`src/rtl/reg_file_mwp.sv`:
```
// Multi-write-port, multi-read-port register file with per-byte enables,
// highest-port-wins write priority, synchronous clear and write-first registered reads.
module reg_file_mwp #(
  parameter int WIDTH = 16,
  parameter int DEPTH = 4,
  parameter int AW    = 2,
  parameter int NWP   = 2,
  parameter int NRP   = 2
) (
  input  logic                     clock,
  input  logic                     reset,
  input  logic [NWP-1:0]           wen_in,
  input  logic [NWP*AW-1:0]        waddr_in,
  input  logic [NWP*WIDTH-1:0]     d_in,
  input  logic [NWP*(WIDTH/8)-1:0] be_in,
  input  logic                     clr_in,
  input  logic [NRP*AW-1:0]        raddr_in,
  output logic [NRP*WIDTH-1:0]     rd_out,
  output logic [DEPTH*WIDTH-1:0]   a_out,
  output logic [DEPTH-1:0]         valid_out,
  output logic                     conflict_out
);

  localparam int NB = WIDTH / 8;

  logic [WIDTH-1:0]     mem_reg  [DEPTH];
  logic [WIDTH-1:0]     mem_next [DEPTH];
  logic [DEPTH-1:0]     valid_reg, valid_next;
  logic [NRP*WIDTH-1:0] rd_reg, rd_next;
  logic                 conflict_reg, conflict_next;

  // Ports are visited in ascending order, so the highest qualifying port
  // overwrites each byte last. Out-of-range addresses never match an entry.
  always_comb begin
    valid_next = valid_reg;
    for (int e = 0; e < DEPTH; e++) begin
      mem_next[e] = mem_reg[e];
      for (int p = 0; p < NWP; p++) begin
        for (int b = 0; b < NB; b++) begin
          if (wen_in[p] && (waddr_in[p*AW +: AW] == AW'(e)) && be_in[p*NB + b]) begin
            mem_next[e][b*8 +: 8] = d_in[p*WIDTH + b*8 +: 8];
            valid_next[e]         = 1'b1;
          end
        end
      end
    end
    if (clr_in) begin
      for (int e = 0; e < DEPTH; e++) begin
        mem_next[e] = '0;
      end
      valid_next = '0;
    end
  end

  // A conflict needs two enabled ports on the same in-range entry with
  // at least one shared byte lane.
  always_comb begin
    conflict_next = 1'b0;
    for (int p = 0; p < NWP; p++) begin
      for (int q = p + 1; q < NWP; q++) begin
        for (int e = 0; e < DEPTH; e++) begin
          if (wen_in[p] && wen_in[q]
              && (waddr_in[p*AW +: AW] == AW'(e))
              && (waddr_in[q*AW +: AW] == AW'(e))
              && (|(be_in[p*NB +: NB] & be_in[q*NB +: NB]))) begin
            conflict_next = 1'b1;
          end
        end
      end
    end
    if (clr_in) begin
      conflict_next = 1'b0;
    end
  end

  // Reads sample the post-update contents, giving write-first forwarding.
  always_comb begin
    rd_next = '0;
    for (int r = 0; r < NRP; r++) begin
      for (int e = 0; e < DEPTH; e++) begin
        if (raddr_in[r*AW +: AW] == AW'(e)) begin
          rd_next[r*WIDTH +: WIDTH] = mem_next[e];
        end
      end
    end
  end

  always_ff @(posedge clock or posedge reset) begin
    if (reset) begin
      for (int e = 0; e < DEPTH; e++) begin
        mem_reg[e] <= '0;
      end
      valid_reg    <= '0;
      rd_reg       <= '0;
      conflict_reg <= 1'b0;
    end else begin
      for (int e = 0; e < DEPTH; e++) begin
        mem_reg[e] <= mem_next[e];
      end
      valid_reg    <= valid_next;
      rd_reg       <= rd_next;
      conflict_reg <= conflict_next;
    end
  end

  // Entry 0 lands in the most significant slice of the flat view.
  genvar gi;
  generate
    for (gi = 0; gi < DEPTH; gi++) begin : g_flat
      assign a_out[WIDTH*(DEPTH-1-gi) +: WIDTH] = mem_reg[gi];
    end
  endgenerate

  assign rd_out       = rd_reg;
  assign valid_out    = valid_reg;
  assign conflict_out = conflict_reg;

endmodule
```
`config.mk`:
```
export PLATFORM = sky130hd
export DESIGN_NAME = reg_file_mwp
export DESIGN_NICKNAME = d
export VERILOG_FILES = /design/src/rtl/reg_file_mwp.sv
export SDC_FILE = /design/constraint.sdc
export NUM_CORES = 1
export LEC_CHECK = 0
export ABC_AREA = 1
export CAP_MARGIN = 0
export CORE_AREA = 4 4 111 113
export DETAILED_ROUTE_END_ITERATION = 10
export DIE_AREA = 0 0 115 117
export PLACE_DENSITY = 0.9
export SYNTH_ARGS = -nofsm -noshare
export SYNTH_HDL_FRONTEND = slang
export SYNTH_SLANG_ARGS = --single-unit
```
`constraint.sdc`:
```
create_clock -name clock -period 6.1 [get_ports clock]
set_input_delay 0.61 -clock clock [delete_from_list [all_inputs] [get_ports clock]]
set_output_delay 0.61 -clock clock [all_outputs]
set_load 0.01 [all_outputs]
```
# Word level (Yosys, flattened, before mapping)
# Cells that the tools add are included.
op_classes:
  bitwise_logic: 1
  mux: 47
  eq_ne: 12
  n_reduce_logical: 46
ops:
  columns: ["op", "count"]
  rows:
  - ["$mux 16", 8]
  - ["$mux 8", 16]
  - ["$mux 64", 1]
  - ["$logic_and 1x1->1", 37]
  - ["$mux 1", 21]
  - ["$reduce_bool 5->1", 4]
  - ["$eq 2x2->1 const B", 8]
  - ["$eq 2x1->1 const B", 4]
  - ["$logic_not 2->1", 4]
  - ["$mux 4", 1]
  - ["$and 2x2->2", 1]
  - ["$reduce_or 2->1", 1]
word_totals:
  wordCells: 116
  regBits: 101
  out_inout_bits: 101
  in_bits: 49

# Longest topological paths before layout
depth:
  ltp_word: 10
  ltp_mapped: 10
  depth_no_buf: 9

# Least setup slack after synthesis
# OpenSTA, ideal clock, no wires.
synth_path:
  path_kind: "input port to flip-flop"
  start: "input port waddr_in[0]"
  end: "register rd_reg[12] (netlist: rd_out[12])"
  t_required_ps: 5970
  setup_ps: 130
  path_buffers: 2
  cell_stages: 7
  setup_slack_ps: 4406
  arrival_ps: 1564
  path_cell_list: "buf_2 > buf_4 > nand4_1 > nand2_1 > nand3_1 > nand3_1 > nand4_1"
synth_via:
  elab_chain_cells: 10
  word_cells_on_any_way: 25
  classes_between: "eq/ne: 3; mux: 13; reduce/logical: 9"
synth_rtl:
  columns: ["element", "line", "source"]
  rows:
  - ["from (decl)", "13", "input logic [NWP*AW-1:0] waddr_in,"]
  - ["$logic_not 2->1", "40", "if (wen_in[p] && (waddr_in[p*AW +: AW] == AW'(e)) && be_in[p*NB + b]) begin"]
  - ["$logic_and 1x1->1 (2 in series)", "40", null]
  - ["$mux 8 (2 in series)", "40", null]
  - ["$mux 64 (*)", "47", "if (clr_in) begin"]
  - ["$mux 16 (3 in series)", "81", "if (raddr_in[r*AW +: AW] == AW'(e)) begin"]
  - ["$mux 16 (*)", "81", null]
  - ["named net rd_next[12]", "29", "logic [NRP*WIDTH-1:0] rd_reg, rd_next;"]
  - ["to (signal assigned)", "101", "rd_reg <= rd_next;"]
  - ["to (decl)", "29", null]
# The timed path passes the listed nets; every way through them passes the cells marked *.
# A chain may end at the register's enable or synchronous reset.

# Worst setup path after layout
layout_path:
  start: "input port wen_in[1]"
  end: "register rd_reg[2] (netlist: rd_out[2])"
layout_via:
  elab_chain_cells: 8
  word_cells_on_any_way: 17
  classes_between: "mux: 9; reduce/logical: 8"
layout_rtl:
  columns: ["element", "line", "source"]
  rows:
  - ["from (decl)", "12", "input logic [NWP-1:0] wen_in,"]
  - ["$logic_and 1x1->1 (2 in series)", "40", null]
  - ["$mux 8", "40", null]
  - ["$mux 64 (*)", "47", null]
  - ["$mux 16 (3 in series)", "81", null]
  - ["$mux 16 (*)", "81", null]
  - ["named net rd_next[2]", "29", null]
# Marks and branches as above.

==> results.ini <==
[placement]
gp_congestion = 0.944
port_buffers = 149
dpl_cell_area_um2 = 7550
post-dp-hpwl_um = 14200

[critical_path]
crit_slowest_cell = clkdlybuf4s50_1
worstSetupPathType = primary input to flop
startpoint = wen_in[1]
path_depth = 6
cp.arrival_ps = 3440
r2r-start = a_out[3]$_DFF_PP0_
timing.rr.end = rd_out[19]$_DFF_PP0_
cp-end-kind = flop
r2r_setup_slack_ps = 5050
critPathMaxStageDelay_ps = 1140
crit_buf_inv = 1
worstSetupStartpointType = primary input
cp_max_fo = 26
reg2regPathDepth = 6
path_cells = clkdlybuf4s50_1 -> nand4_1 -> nor2_1 -> nor2_1 -> nand3_1 -> nand4_1
setup.worst_path.end = rd_out[2]$_DFF_PP0_
path_delay_family = simple AND/OR/NAND/NOR gates
crit_required_ps = 6320

[global_routing]
antenna_found_initial = 0
grt_use_total_pct = 32.5
overflow = 0
grt_pass1_vias = 6821
grt_max_degree = 70
grt_pass1_wl_um = 33800

[sta]
relSlewSlack_pct = 5.96
fmax_mhz = 310
period_needed_ps = 3230
hold_viol_final = 0
period_share_pct = 52.9
worst_pin_slew_ps = 1410
tns_ps = 0
setup_violations = 0
drv_slew = 0
clock_skew_ps = 6.11
rsz0062_at_grt = no

[synth]
ys.flop_type = dfrtp_1
synth_seq_cells = 101
yosysWarnings = 0
yosys-top-cells-area = dfrtp_1, nand3_1, nand2_1
async_flop_share_pct = 100
syn_inst = 855
synthTopCellsByCount = nand3_1, nand2_1, inv_1
yosysTopAreaCell = dfrtp_1
syn_area_um2 = 5990
seq_area_frac_synth_pct = 42.2
syn_area_per_cell_um2 = 7.01
yosysMostFrequentCell = nand3_1
synth-edff-count = 0
netlist.area_leader.share_pct = 42.2
synth_cell_types = 21
synthesis.nets = 904

[cts]
hold_buffers = 0
clk_path_buf_depth = 2
cts-htree-levels = 3
clock_latency_ps = 360
cts_buffers = 9
clk_pin_slew_worst_paths_ps = 70
postCtsSetupRepairBufs = 0
clock_sinks = 101
cts_resized = 0
cts_tree = done
root_buffer = clkbuf_16

[cells_and_area]
finalInstanceArea_um2 = 7880
utilization_pct = 69.6
fill_cells = 905
syn2layout_area_growth_pct = 31.5
n_antenna_cell = 0
drive_gt1_share_pct = 3.95
nets = 1032

[power]
powerDensity_nw_per_um2 = 218
cellLeakagePower_nw = 4.17
peakVddDrop_uv = 122
p_total_w = 0.00172

[drt]
num_vias = 7155
ant_nets = 0
wl_per_cell_um = 19.6
drt_iter0_drc = 1303
drt_wl_total_um = 22200
route.detailed.drc = 0
dr.pass1.iters = 7
via_per_inst = 6.33

[die]
die_w_um = 115
num_rows = 39
fp.dieH_um = 117
coreArea_um2 = 11300
dieArea_um2 = 13500
initial_core_util_pct = 52.9
pin_count = 150

[outcome]
status = complete, no violations

[flow_run]
maxCapViolCount = 0

[hold_path]
hold_class = flop to flop

[where the power goes]
part | total, W | switching [W] | internal (W)
registers | 0.000725 | 0.0000210 | 0.000704
logic | 0.000356 | 0.000219 | 0.000137
clock network | 0.000637 | 0.000256 | 0.000381
[registers in the layout, summed over array words and instances, names as in the netlist]
name	cells
conflict_out	1
rd_out	32
valid_out	4
a_out	64
[layer usage]
metal,vias up,share of wire (%),global-route usage (%)
met5,-,0,0
li1,3122,-,-
met3,175,15,7.71
met1,3147,34,41.4
met4,0,6.5,20.3
met2,711,44,50.1
[cell usage in the layout (no fill, tap or decap)]
master and count:
a21oi_1 31, a31oi_1 1, a41oi_1 1, and3b_1 1, buf_4 12, bufinv_16 2
clkbuf_1 1, clkbuf_16 9, clkbuf_8 2, clkdlybuf4s50_1 149, clkinv_1 1, clkinv_2 2
dfrtp_1 101, inv_1 126, inv_2 1, inv_4 1, nand2_1 178, nand3_1 224
nand3_2 4, nand4_1 82, nor2_1 48, nor2_2 5, nor2_4 1, o22ai_1 3
o31a_1 2
[how the worst min path moves through the flow]
stage | startpoint | to | slack, ps | cells after the start
6_report | valid_out[1]$_DFFE_PP0P_ | valid_out[1]$_DFFE_PP0P_ | 550 | 1
3_3_place_gp | valid_out[1]$_DFFE_PP0P_ | valid_out[1]$_DFFE_PP0P_ | 530 | 1
5_1_grt | valid_out[1]$_DFFE_PP0P_ | valid_out[1]$_DFFE_PP0P_ | 550 | 1
4_1_cts | valid_out[1]$_DFFE_PP0P_ | valid_out[1]$_DFFE_PP0P_ | 530 | 1
2_1_floorplan | valid_out[1]$_DFFE_PP0P_ | valid_out[1]$_DFFE_PP0P_ | 540 | 1
3_5_place_dp | valid_out[1]$_DFFE_PP0P_ | valid_out[1]$_DFFE_PP0P_ | 510 | 1
[through the flow]
| stage | hold slack [ps] | std cells | worst slack, ps |
|---|---|---|---|
| CTS | 534 | 1131 | 3130 |
| detailed placement | 506 | 1115 | 2790 |
| global route | 545 | 1131 | 2830 |
| finish | 546 | 1131 | 2870 |
| floorplan | 542 | 855 | 2840 |
| global placement | 533 | 1115 | 2860 |
[final cells by class]
type	count	area, um2	share of cell area, %
Inverter	129	487	6.18
Tap cell	143	179	2.27
Timing Repair Buffer	161	1580	20.1
Clock buffer	12	256	3.25
Multi-Input combinational cell	581	2780	35.3
Sequential cell	101	2530	32.1
Clock inverter	4	70.1	0.889
[logic make-up after synthesis]
| family | synth area share (%) |
|---|---|
| AOI/OAI and AO/OA | 3.44 |
| and+or+nand+nor | 42.9 |
| buffers and inverters | 11.4 |
| DFF | 42.2 |
Note: power is estimated with default switching activity, not from simulation.
